[src/rtl/led_pkg.sv]
// Constants shared by the LED request sequencer and the LED on-timer.
package led_pkg;
  localparam int LED_COUNT     = 18;
  localparam int LED_IDX_W     = 5;
  localparam int CLK_PERIOD_NS = 50;

  typedef enum logic [0:0] {IDLE = 1'b0, GAP = 1'b1} seq_state_e;

  localparam logic [0:0] ST_IDLE = 1'b0;
  localparam logic [0:0] ST_GAP  = 1'b1;
endpackage

[src/rtl/led_request_sequencer_if.sv]
// Request link between the sequencer (master) and the LED on-timer (slave).
interface led_request_sequencer_if #(
  parameter int N = led_pkg::LED_COUNT
) ();
  logic [led_pkg::LED_IDX_W-1:0] led_index;
  logic                          led_request;
  logic [N-1:0]                  led_state;

  modport master (output led_index, output led_request, input led_state);
  modport slave  (input led_index, input led_request, output led_state);
endinterface

[src/rtl/led_rr_picker.sv]
// Round-robin picker: lowest set request bit at or above ptr, wrapping to 0.
module led_rr_picker #(
  parameter int N = 18,
  parameter int W = 5
) (
  input  logic [N-1:0] req,
  input  logic [W-1:0] ptr,
  output logic         found,
  output logic [W-1:0] idx
);
  logic [2*N-1:0] dbl;
  logic [2*N-1:0] masked;

  // The upper copy supplies the wrapped-around bits below ptr.
  always_comb begin
    dbl    = {req, req};
    masked = dbl & ({(2*N){1'b1}} << ptr);
    found  = |req;
    idx    = '0;
    for (int i = 2*N-1; i >= 0; i--) begin
      if (masked[i]) idx = W'(i % N);
    end
  end
endmodule

[src/rtl/led_request_sequencer.sv]
// Collects event rises into a pending mask and issues them round-robin as
// single-cycle LED requests, dropping those whose LED is already lit.
//
// state   | meaning
// ST_IDLE | arbitrate pending bits; issue or drop one per cycle
// ST_GAP  | forced idle after an issue; pending keeps accumulating
module led_request_sequencer #(
  parameter int LED_COUNT      = led_pkg::LED_COUNT,
  parameter int MIN_GAP_CYCLES = 2,
  parameter int DROP_CNT_W     = 16
) (
  input  logic                  clk,
  input  logic                  rst_n,
  input  logic [LED_COUNT-1:0]  event_in,
  led_request_sequencer_if.master led,
  output logic [LED_COUNT-1:0]  pending,
  output logic [DROP_CNT_W-1:0] drop_count
);
  import led_pkg::*;

  localparam int GAP_W = (MIN_GAP_CYCLES > 1) ? $clog2(MIN_GAP_CYCLES) : 1;

  logic [0:0]           state;
  logic [LED_COUNT-1:0] event_prev;
  logic [LED_COUNT-1:0] rise;
  logic [LED_COUNT-1:0] clr;
  logic [LED_IDX_W-1:0] rr_ptr;
  logic [LED_IDX_W-1:0] next_ptr;
  logic [LED_IDX_W-1:0] pick_idx;
  logic                 pick_found;
  logic [GAP_W-1:0]     gap_cnt;
  logic                 take;
  logic                 issue;
  logic                 drop;

  led_rr_picker #(.N(LED_COUNT), .W(LED_IDX_W)) u_picker (
    .req   (pending),
    .ptr   (rr_ptr),
    .found (pick_found),
    .idx   (pick_idx)
  );

  always_comb begin
    rise     = event_in & ~event_prev;
    take     = (state == ST_IDLE) && pick_found;
    clr      = take ? ({{(LED_COUNT-1){1'b0}}, 1'b1} << pick_idx) : '0;
    drop     = take && led.led_state[pick_idx];
    issue    = take && !led.led_state[pick_idx];
    next_ptr = (pick_idx == LED_IDX_W'(LED_COUNT-1)) ? '0 : pick_idx + 1'b1;
  end

  always_ff @(posedge clk or negedge rst_n) begin
    if (!rst_n) begin
      state           <= ST_IDLE;
      event_prev      <= '0;
      pending         <= '0;
      rr_ptr          <= '0;
      gap_cnt         <= '0;
      drop_count      <= '0;
      led.led_request <= 1'b0;
      led.led_index   <= '0;
    end else begin
      event_prev      <= event_in;
      // A rise on a bit being cleared this cycle is kept.
      pending         <= (pending & ~clr) | rise;
      led.led_request <= issue;
      if (take) rr_ptr <= next_ptr;
      if (issue) led.led_index <= pick_idx;
      if (drop && !(&drop_count)) drop_count <= drop_count + 1'b1;
      case (state)
        ST_IDLE: begin
          if (issue && (MIN_GAP_CYCLES > 0)) begin
            state   <= ST_GAP;
            gap_cnt <= GAP_W'(MIN_GAP_CYCLES - 1);
          end
        end
        default: begin
          if (gap_cnt == '0) state <= ST_IDLE;
          else               gap_cnt <= gap_cnt - 1'b1;
        end
      endcase
    end
  end
endmodule

[src/flat_wrapper.sv]
// flat-port wrapper written by rule: the top's interface ports become plain ports
module led_request_sequencer_flat import led_pkg::*;
#(
  parameter int LED_COUNT      = led_pkg::LED_COUNT,
  parameter int MIN_GAP_CYCLES = 2,
  parameter int DROP_CNT_W     = 16
)
  (clk, rst_n, event_in, pending, drop_count, led_led_index, led_led_request, led_led_state);
  led_request_sequencer_if #(.N((LED_COUNT))) led_i ();
  input  logic clk;
  input  logic rst_n;
  input  logic [LED_COUNT-1:0] event_in;
  output logic [LED_COUNT-1:0] pending;
  output logic [DROP_CNT_W-1:0] drop_count;
  output wire logic [$bits(led_i.led_index)-1:0] led_led_index;
  output wire logic [$bits(led_i.led_request)-1:0] led_led_request;
  input wire logic [$bits(led_i.led_state)-1:0] led_led_state;
  assign led_led_index = led_i.led_index;
  assign led_led_request = led_i.led_request;
  assign led_i.led_state = led_led_state;
  led_request_sequencer #(.LED_COUNT(LED_COUNT), .MIN_GAP_CYCLES(MIN_GAP_CYCLES), .DROP_CNT_W(DROP_CNT_W)) u_core (.clk(clk), .rst_n(rst_n), .event_in(event_in), .led(led_i), .pending(pending), .drop_count(drop_count));
endmodule
[config.mk]
export PLATFORM = sky130hd
export DESIGN_NAME = led_request_sequencer_flat
export DESIGN_NICKNAME = d
export VERILOG_FILES = /design/src/rtl/led_pkg.sv /design/src/rtl/led_request_sequencer_if.sv /design/src/rtl/led_rr_picker.sv /design/src/rtl/led_request_sequencer.sv /design/src/flat_wrapper.sv
export SDC_FILE = /design/constraint.sdc
export NUM_CORES = 1
export LEC_CHECK = 0
export ABC_CLOCK_PERIOD_IN_PS = 3500
export CORE_ASPECT_RATIO = 0.7
export CORE_UTILIZATION = 40
export DETAILED_ROUTE_END_ITERATION = 7
export GPL_ROUTABILITY_DRIVEN = 0
export HOLD_SLACK_MARGIN = 0.03
export MAX_ROUTING_LAYER = met4
export SLEW_MARGIN = 10
export SYNTH_ARGS = -nofsm -noshare
export SYNTH_HDL_FRONTEND = slang
export SYNTH_SLANG_ARGS = --single-unit
[constraint.sdc]
create_clock -name clk -period 3.5 [get_ports clk]
set_input_delay 0.7 -clock clk [delete_from_list [all_inputs] [get_ports clk]]
set_output_delay 0.7 -clock clk [all_outputs]
set_load 0.005 [all_outputs]
==> flow_summary.json <==
{
  "cts_tree": "done",
  "final_layout_size_suffix_gt1_share_pct": 22.55,
  "nNetsFinal": 652,
  "irDropWorstVdd_mv": 0.4521,
  "wire_per_inst_um": 19.41,
  "clock.fmax_mhz": 291.2,
  "dr_total_vias": 4330,
  "post_synth_most_frequent_cells": "dfrtp_1, nand2_1, o21ai_0",
  "die_width_um": 123.7,
  "worst_slew_pin_slew_ns": 1.087,
  "rows": 30,
  "synthDistinctLibCells": 78,
  "drt_iter0_markers": 451,
  "postSynthCellCount": 468,
  "floorplan.io_pins": 78,
  "post_synth_instance_area_um2": 4145,
  "dpl.hpwl_um": 11060,
  "worst-endpoint-required_ns": 3.72,
  "synthMostInstantiatedCell": "dfrtp_1",
  "post-route-drc-count": 0,
  "cts_max_level": 3,
  "drv_slew": 0,
  "power.sequential.fraction_pct": 20.4,
  "grt_start_max_net_pins": 48,
  "power_density_nw_per_um2": 1019,
  "mappedNetlistNets": 513,
  "worstSetupStartpointType": "flop",
  "grt_pass1_vias": 4136,
  "numCtsBuffers": 9,
  "cell_types_with_the_largest_area_share_after_synthesis": "dfrtp_1, o21ai_0, nand2_1, inv_1, a21oi_1",
  "ctsRootBufferMaster": "clkbuf_16",
  "post-route-worst-setup-slack_ns": 0.06561,
  "drt_first_pass_iters": 5,
  "synth_warnings": 0,
  "cts_hold_buffers": 0,
  "cp_max_fo": 7,
  "postSynthRegisterBits": 65,
  "final_clock_skew_ns": 0.01101,
  "clock_power_share_pct": 15.5,
  "n_antenna_cell": 0,
  "initial_antenna_violation_count": 0,
  "slew-limit-headroom_pct": 27.52,
  "core_region_area_um2": 9872,
  "fillerInstances": 871,
  "synth.top_cell.area_share_pct": 39.24,
  "drt.antenna.violating_nets": 0,
  "power.share.combinational_pct": 64.1,
  "p_int_mw": 3.267,
  "aggregate_global_routing_overflow": 0,
  "async_reset_ff_share_pct": 100.0,
  "cap_viol_max_count": 0,
  "placedInstanceArea_um2": 5480,
  "clkSinkCount": 65,
  "cts_max_path_buffers": 2,
  "cts.clk_slew.worst_paths_ns": 0.06,
  "timing.critical_path.arrival_ns": 3.65,
  "end_kind": "flop",
  "report.final.hold_viol_count": 0,
  "seq_area_frac_synth_pct": 39.24,
  "die-area_um2": 10780,
  "total_leakage_power_nw": 2.586,
  "synth_top_flop_cell": "dfrtp_1",
  "synth_top_cell_by_area": "dfrtp_1",
  "syn-mean-instance-area_um2": 8.857,
  "outcome": "finished, final reports clean",
  "dp_worst_setup_slack_ns": -0.08961,
  "grt_use_total_pct": 28.12,
  "hold_slack_ns": 0.4172,
  "p_sw_mw": 2.765,
  "finish.instance_area_um2": 5917,
  "die_h_um": 87.17,
  "worstSkewPairLatency_ns": 0.34,
  "synth_enable_flop_cells": 0,
  "timing.final.setup_violations": 0,
  "finalCoreUtilization_pct": 59.94,
  "sw_frac_of_total_pct": 45.83,
  "drt-vias-per-instance": 5.851,
  "post-route-period-util_pct": 98.13,
  "port_buffers": 77,
  "timing.setup.critical_path_class": "reg -> reg",
  "areaGrowthSynthToFinish_pct": 42.74,
  "grt_pass1_wl_um": 21900,
  "timing.hold.worst.class": "reg -> reg",
  "routed_wirelength_um": 14370,
  "post-route-min-period_ns": 3.434,
  "floorplan.initialDensity_pct": 41.99
}
==> placed cells by master (no fill, tap or decap), drive strengths merged, types with 3 or more instances in the layout <==
| cell | count |
|---|---|
| a211o | 3 |
| a211oi | 6 |
| a21oi | 26 |
| a221o | 3 |
| a22o | 6 |
| a31oi | 3 |
| a32oi | 3 |
| and2 | 7 |
| and3 | 12 |
| buf | 73 |
| clkbuf | 9 |
| clkdlybuf4s50 | 76 |
| dfrtp | 65 |
| ha | 7 |
| inv | 40 |
| mux2 | 6 |
| mux2i | 5 |
| nand2 | 42 |
| nand2b | 8 |
| nand3 | 24 |
| nand4 | 15 |
| nor2 | 26 |
| nor2b | 8 |
| nor3 | 13 |
| nor3b | 4 |
| nor4 | 4 |
| o2111ai | 3 |
| o211ai | 4 |
| o21a | 5 |
| o21ai | 40 |
| o22ai | 3 |
| or2 | 5 |
| xnor2 | 12 |
==> path summary, 6_finish.rpt <==
kind                                       start                       to  slack, ns  cells after the start
max in group asynchronous                  rst_n     u_core.event_prev[0]       2.17                      2
setup / recovery              u_core.pending[14]  u_core.led.led_index[2]       0.07                     13
hold / removal             u_core.event_prev[14]       u_core.pending[14]       0.42                      1
hold reg to reg            u_core.event_prev[14]       u_core.pending[14]       0.42                      1
setup reg to reg              u_core.pending[14]  u_core.led.led_index[2]       0.07                     13
min in group asynchronous                  rst_n     u_core.drop_count[7]       0.56                      1
==> power by group through the flow <==
| stage | combinational, mW | clock [mW] | sequential [mW] |
|---|---|---|---|
| after floorplan | 2.18 | 0 | 1.13 |
| after global placement | 3.56 | 0 | 1.21 |
| after detailed placement | 3.61 | 0 | 1.22 |
| after CTS | 3.65 | 0.952 | 1.21 |
| after global routing | 4.17 | 0.989 | 1.25 |
| final | 3.87 | 0.936 | 1.23 |
==> state kept, by name (all words and copies together) (netlist names) <==
signal                  count
u_core.event_prev          18
u_core.gap_cnt              1
u_core.rr_ptr               5
u_core.state                1
u_core.drop_count          16
u_core.led.led_index        5
u_core.led.led_request      1
u_core.pending             18
==> per-layer routing <==
layer | share of wire, % | global-route usage [%] | routed length, um | up-vias
li1 | - | - | - | 2002
met1 | 50 | 42.00 | 7128 | 2109
met2 | 41 | 37.58 | 5928 | 201
met3 | 8.0 | 6.610 | 1155 | 18
met4 | 1.1 | 6.572 | 152 | 0
met5 | 0 | - | 0 | -
==> per-stage QoR <==
stage / TNS [ns] / total power, mW / cells
floorplan: 0 / 3.311 / 468
global placement: -0.01961 / 4.772 / 722
detailed placement: -0.5611 / 4.828 / 722
CTS: 0 / 5.812 / 738
global route: -0.07827 / 6.411 / 740
finish: 0 / 6.032 / 740
==> area by class of cell <==
cell class / count / area [um^2] / area share [%]
Clock buffer: 9 / 225.2 / 3.806
Clock inverter: 7 / 83.83 / 1.417
Inverter: 36 / 135.1 / 2.284
Multi-Input combinational cell: 346 / 2346 / 39.65
Sequential cell: 65 / 1633 / 27.60
Tap cell: 128 / 160.2 / 2.707
Timing Repair Buffer: 149 / 1334 / 22.54
==> critical path, stage by stage (launching register included) <==
cell	delay, ns
dfrtp_1	0.47
nor3b_1	0.36
a2111oi_1	0.14
o32ai_1	0.39
a21oi_1	0.13
buf_4	0.17
or3_4	0.40
buf_4	0.16
nand3_1	0.08
nand3_1	0.12
nand3_1	0.11
a21oi_1	0.08
a211o_2	0.39
mux2_4	0.32
==> logic make-up (layout without fill, tap and decap cells) <==
group	after synthesis	in the layout	share of synthesized area [%]
xor gates and xnor gates	14	14	2.958
DFF	65	65	39.24
adders and majority gates	7	7	2.113
AOI/OAI and AO/OA	136	136	23.30
and+or+nand+nor	178	178	22.82
buffers and inverters	57	201	6.369
muxes	11	11	3.200
==> what timing repair did <==
action / CTS / global route
setup endpoints to repair: 11 / 34
resized for setup: 3 / 28
buffers inserted: 0 / 2
pin swaps: 0 / 6
hold endpoints to repair: 0 / 0
gates cloned: 0 / 0
Note: power is estimated with default switching activity, not from simulation.
==> RTL edit 1, RTL diff (config.mk and constraints unchanged) <==
Change the package constant `LED_COUNT` from 18 to 9.
--- a/src/rtl/led_pkg.sv
+++ b/src/rtl/led_pkg.sv
@@ -1,6 +1,6 @@
 // Constants shared by the LED request sequencer and the LED on-timer.
 package led_pkg;
-  localparam int LED_COUNT     = 18;
+  localparam int LED_COUNT     = 9;
   localparam int LED_IDX_W     = 5;
   localparam int CLK_PERIOD_NS = 50;
 
Ports: changed (resized event_in, led_led_state and pending); port bits go from 78 to 51. No check against the original RTL was run, so the function may have changed too.
==> RTL edit 1 against the original RTL <==
  * The flow now finishes with violations (design-rule violations)
  * Clock skew fell by 0.0024 ns
  * Sequential cell count fell by 19
  * Global-route usage fell by 8.1 points
  * Clock power decreased by 62%
  * Combinational power is 60% lower
  * Final area down 42%
  * Count of clock-buffer cells in the layout decreased by 4
  * Area after synthesis fell by 33%
  * Sequential power shrank 27%
  * Routed wire length is 53% lower
  * Setup slack better by 0.19 ns
  * Die area decreased by 32%
  * Total power fell by 53%
  * Critical endpoint is now u_core.drop_count[15]
  * Highest routed layer unchanged
==> RTL edit 1: results (changes against the original RTL) <==
----------------------------------------------------
[Power and ir drop]
  Worst VDD drop ... 0.373 mV (-17%)
  Switching power as a share of total power ... 45.5% (-0.37 points)
  Static leakage ... 1.52 nW (-41%)

[Worst setup path]
  Critical R2R Launch ... u_core.rr_ptr[2]
  Data arrival at the endpoint of the critical path ... 3.44 ns (-0.21 ns)
  R2r setup slk ... 0.26 ns (+0.19 ns)
  Peak per-stage delay on the critical path ... 0.53 ns (+0.06 ns)
  Worst reg2reg path depth ... 11 (-2)
  Endpoint of the most critical register-to-register path ... u_core.drop_count[15]

[Clocking]
  Num CTS Buffers ... 5 (-4)
  Number of levels the H-tree was split into ... 2 (-1)
  Clock latency of the later-clocked register in the worst-skew pair ... 0.31 ns (-0.03 ns)
  Resize count post-CTS ... 0 (-3)

[Global routing]
  Number of global-route vias before repair ... 2130 (-49%)
  Total track usage ... 20.0% (-8.1 points)
  Met3 capacity usage during global routing ... 3.22% (-3.4 points)
  Met1 routing resource usage after global routing ... 30.1% (-12 points)
  GR met2 Demand/Resource ... 28.4% (-9.2 points)
  Maximum number of pins on one net before global-route repair ... 47 (-2.1%)

[Status]
  Violated checks ... design-rule violations
  Run status ... finished, violations left

[Place]
  Setup slack after placement ... 0.311 ns (+0.400 ns)
  Post-DP HPWL ... 5180 µm (-53%)
  Number of buffer cells added on primary ports ... 49 (-36%)

[Cells and area]
  Largest registers in the final layout ... u_core.drop_count (16), u_core.event_prev (9), u_core.pending (9)
  Layout cell share with drive strength beyond 1 ... 11.5% (-11 points)
  Filler Cell Count ... 617 (-29%)

[Timing]
  Fin Clk Skew ... 0.00861 ns (-0.00240 ns)
  Relative slew margins ... 32.8% (+5.3 points)

[Synthesis]
  Net Count, Synth ... 313 (-39%)
  Commonest cells in the netlist ... sky130_fd_sc_hd__dfrtp_1, sky130_fd_sc_hd__nand2_1, sky130_fd_sc_hd__o21ai_0
  Number of distinct standard cells referenced by the synthesized netlist ... 62 (-21%)

[Min path]
  Hold Path End ... u_core.pending[4]

[Route]
  Residual DRC count ... 2 (+2)
  Routed length per placed instance ... 15.6 µm (-20%)
  Met1 wire length ... 3580 µm (-50%)
  First drt pass iteration count ... 6 (+1)

----------------------------------------------------
[RTL edit 1: cell count changes after synthesis, sizes merged, moves of 9 or more]
cell and delta:
a21oi -18, o21ai -12, xnor2 -12, dfrtp -19, nand3 -15, xor2 +12
nand2 -9, inv -17, nor2 -11, and3 -9, nand4 -10
[RTL edit 1: cell type report]
| type | count | area [µm²] | share of cell area [%] |
|---|---|---|---|
| clock buffer | 5 | 68.8 | 1.99 |
| clock inverter | 3 | 28.8 | 0.833 |
| inverter | 19 | 71.3 | 2.06 |
| multi-input combinational | 211 | 1480 | 42.8 |
| sequential | 46 | 1150 | 33.3 |
| tap | 94 | 118 | 3.40 |
| timing repair buffer | 56 | 538 | 15.6 |
[RTL edit 1: worst register-to-register path: stages (launching register included)]
cell	delay [ns]
sky130_fd_sc_hd__dfrtp_1	0.53
sky130_fd_sc_hd__nor4_2	0.48
sky130_fd_sc_hd__o211ai_1	0.15
sky130_fd_sc_hd__a221oi_2	0.32
sky130_fd_sc_hd__nor2_1	0.12
sky130_fd_sc_hd__o21ai_4	0.31
sky130_fd_sc_hd__inv_1	0.16
sky130_fd_sc_hd__o32a_1	0.35
sky130_fd_sc_hd__o211ai_2	0.25
sky130_fd_sc_hd__buf_4	0.22
sky130_fd_sc_hd__nor3_1	0.08
sky130_fd_sc_hd__xor2_1	0.16
[RTL edit 1: how the worst max path moves through the flow]
stage,from,to,cells after the start
2_1_floorplan,u_core.rr_ptr[3],u_core.drop_count[3],11
3_3_place_gp,u_core.rr_ptr[1],u_core.drop_count[15],11
3_5_place_dp,u_core.rr_ptr[1],u_core.drop_count[15],11
4_1_cts,u_core.rr_ptr[1],u_core.drop_count[15],11
5_1_grt,u_core.rr_ptr[1],u_core.drop_count[14],10
6_report,u_core.rr_ptr[2],u_core.drop_count[15],11
[RTL edit 1: cell families (layout without fill, tap and decap cells)]
group	count (synthesis)	in the layout	share of synthesized area, %
DFF	46	46	41.4
buffers and inverters	29	83	5.40
AOI/OAI and AO/OA	72	72	19.4
adders and majority gates	7	7	3.15
muxes	9	9	3.51
xor gates and xnor gates	14	14	4.41
and+or+nand+nor	108	108	22.6
other	1	1	0.135
[RTL edit 1: power groups by stage]
stage	combinational (W)	clock [W]	sequential [W]
global route	0.00170	0.000393	0.000927
CTS	0.00156	0.000371	0.000898
global placement	0.00153	0	0.000908
finish	0.00155	0.000360	0.000900
detailed placement	0.00155	0	0.000909
floorplan	0.00112	0	0.000818
[RTL edit 1: through the flow]
step	hold slack (ns)	instances	cell area, µm²
finish	0.423	434	3450
global route	0.440	434	3450
CTS	0.426	434	3450
detailed placement	0.412	426	3360
global placement	0.402	426	3360
floorplan	0.400	286	2780
==> RTL edit 2, RTL diff (config.mk and constraints unchanged) <==
Without the edit above. Take the reset off `pending` and load it in a clocked block of its own.
--- a/src/rtl/led_request_sequencer.sv
+++ b/src/rtl/led_request_sequencer.sv
@@ -53,7 +53,6 @@
     if (!rst_n) begin
       state           <= ST_IDLE;
       event_prev      <= '0;
-      pending         <= '0;
       rr_ptr          <= '0;
       gap_cnt         <= '0;
       drop_count      <= '0;
@@ -62,7 +61,6 @@
     end else begin
       event_prev      <= event_in;
       // A rise on a bit being cleared this cycle is kept.
-      pending         <= (pending & ~clr) | rise;
       led.led_request <= issue;
       if (take) rr_ptr <= next_ptr;
       if (issue) led.led_index <= pick_idx;
@@ -81,5 +79,9 @@
       endcase
     end
   end
+
+  always_ff @(posedge clk) begin
+    pending <= (pending & ~clr) | rise;
+  end
 endmodule
 
Behaviour: not the same (a bounded check fails within 4 cycles, from zero or initial values and one cycle with rst_n low).
==> RTL edit 2 against the original RTL <==
  * The run now ends with negative setup slack left
  * Via count decreased by 2.3%
  * Setup slack got worse by 0.22 ns
  * Area after synthesis decreased by 2.1%
  * Routed wire length decreased by 2.1%
  * Total power increased by 12%
  * Final area increased by 3.3%
  * Sequential cell count unchanged
  * Die area decreased by 2.0%
  * Fmax decreased by 6.1%
==> RTL edit 2: results (changes against the original RTL) <==
----------------------------------------------------
[Timing]
  Fin worst setup slack ... -0.159 ns (-0.225 ns)
  Count of endpoints failing setup in the final report ... 23 (+23)
  Fin Clk Skew ... 0.0118 ns (+0.000773 ns)

[Synthesis]
  Net Count, Synth ... 490 (-4.5%)
  Leading cell types by total area after synthesis ... sky130_fd_sc_hd__dfrtp_1, sky130_fd_sc_hd__dfxtp_1, sky130_fd_sc_hd__nand2_1, sky130_fd_sc_hd__o21ai_0, sky130_fd_sc_hd__buf_6
  Post-synthesis sequential area ratio ... 37.9% (-1.4 points)
  Number of distinct standard cells referenced by the synthesized netlist ... 84 (+7.7%)
  Post-synthesis cell count ... 445 (-4.9%)
  Commonest cells in the netlist ... sky130_fd_sc_hd__dfrtp_1, sky130_fd_sc_hd__nand2_1, sky130_fd_sc_hd__inv_1

[Global routing]
  Number of global-route vias before repair ... 3941 (-4.7%)
  Total track usage ... 26.6% (-1.6 points)
  Maximum number of pins on one net before global-route repair ... 39 (-19%)

[Min path]
  Worst Min Path Start ... u_core.event_prev[16]

[Route]
  1st-iter DRT viols ... 417 (-7.5%)

[Power and ir drop]
  Power share of the combinational group ... 68.9% (+4.8 points)
  Static leakage ... 2.67 nW (+3.4%)
  Switching power as a share of total power ... 43.0% (-2.8 points)
  Worst VDD drop ... 0.461 mV (+1.9%)
  Sequential group share of total power ... 17.9% (-2.5 points)

[Place]
  Setup slack after placement ... -0.206 ns (-0.116 ns)
  Post-DP HPWL ... 10200 µm (-7.4%)

[Status]
  Run status ... finished, violations left
  Violated checks ... negative setup slack

[Cells and area]
  Filler Cell Count ... 802 (-7.9%)
  Nets@finish ... 656 (+0.61%)

[Worst setup path]
  Data arrival at the endpoint of the critical path ... 3.87 ns (+0.22 ns)
  First element of the critical path ... u_core.rr_ptr[4]
  Endpoint of the most critical register-to-register path ... u_core.drop_count[12]

----------------------------------------------------
## RTL edit 2: changes by cell type after synthesis, moves of 6 or more
cell	change
sky130_fd_sc_hd__a21oi_1	-10
sky130_fd_sc_hd__a22o_1	+6
sky130_fd_sc_hd__buf_6	+8
sky130_fd_sc_hd__dfrtp_1	-18
sky130_fd_sc_hd__dfxtp_1	+18
sky130_fd_sc_hd__nor2_1	-10
sky130_fd_sc_hd__o21ai_0	-10
## RTL edit 2: final cells by class
class	count	area, µm²	area share (%)
clock buffers	10	229	3.75
clock inverters	6	66.3	1.08
inverters	31	121	1.99
flip-flops and latches	65	1540	25.2
well taps	128	160	2.62
multi-input cells	329	2420	39.7
repair buffers	175	1570	25.7
## RTL edit 2: cell families (layout without fill, tap and decap cells)
family	after synthesis	in the layout	share of synthesized area, %
XOR/XNOR	14	14	3.02
AO/OA/AOI/OAI	121	121	23.4
adder cells (fa/ha/maj)	7	7	2.16
AND/OR/NAND/NOR	177	177	23.4
buffers and inverters	51	222	7.37
multiplexers	10	10	2.84
flip-flops	65	65	37.9
## RTL edit 2: metal layers
metal	vias to the layer above	routed length [µm]	global-route usage [%]
met1	2015	6830	39.6
li1	1963	-	-
met2	231	5840	36.8
met5	-	0	-
met4	0	203	6.43
met3	23	1190	4.61
## RTL edit 2: stage by stage
step           hold WS, ns  total power, W  setup TNS (ns)  instances
2_1_floorplan        0.403         0.00350               0        445
3_3_place_gp         0.406         0.00511           -2.42        713
3_5_place_dp         0.423         0.00517           -2.87        713
4_1_cts              0.430         0.00613          -0.415        729
5_1_grt              0.440         0.00713           -5.65        744
6_report             0.423         0.00678           -2.50        744
## RTL edit 2: critical path, stage by stage (launching register included)
cell and delay, ns:
sky130_fd_sc_hd__dfrtp_2 0.44, sky130_fd_sc_hd__buf_4 0.18, sky130_fd_sc_hd__nand4_1 0.17, sky130_fd_sc_hd__a22oi_2 0.23
sky130_fd_sc_hd__o31a_1 0.26, sky130_fd_sc_hd__o21ai_2 0.09, sky130_fd_sc_hd__a2111oi_4 0.36, sky130_fd_sc_hd__buf_4 0.18
sky130_fd_sc_hd__nor3_4 0.05, sky130_fd_sc_hd__buf_4 0.16, sky130_fd_sc_hd__o211a_1 0.12, sky130_fd_sc_hd__a2111o_1 0.42
sky130_fd_sc_hd__a32oi_4 0.29, sky130_fd_sc_hd__buf_6 0.17, sky130_fd_sc_hd__nand4_1 0.11, sky130_fd_sc_hd__mux2_4 0.31
## RTL edit 2: what timing repair did
action	CTS	global route
pin swaps	2	23
cloned	0	1
resized for setup	8	55
setup buffers	0	15
endpoints found under the setup margin	22	30
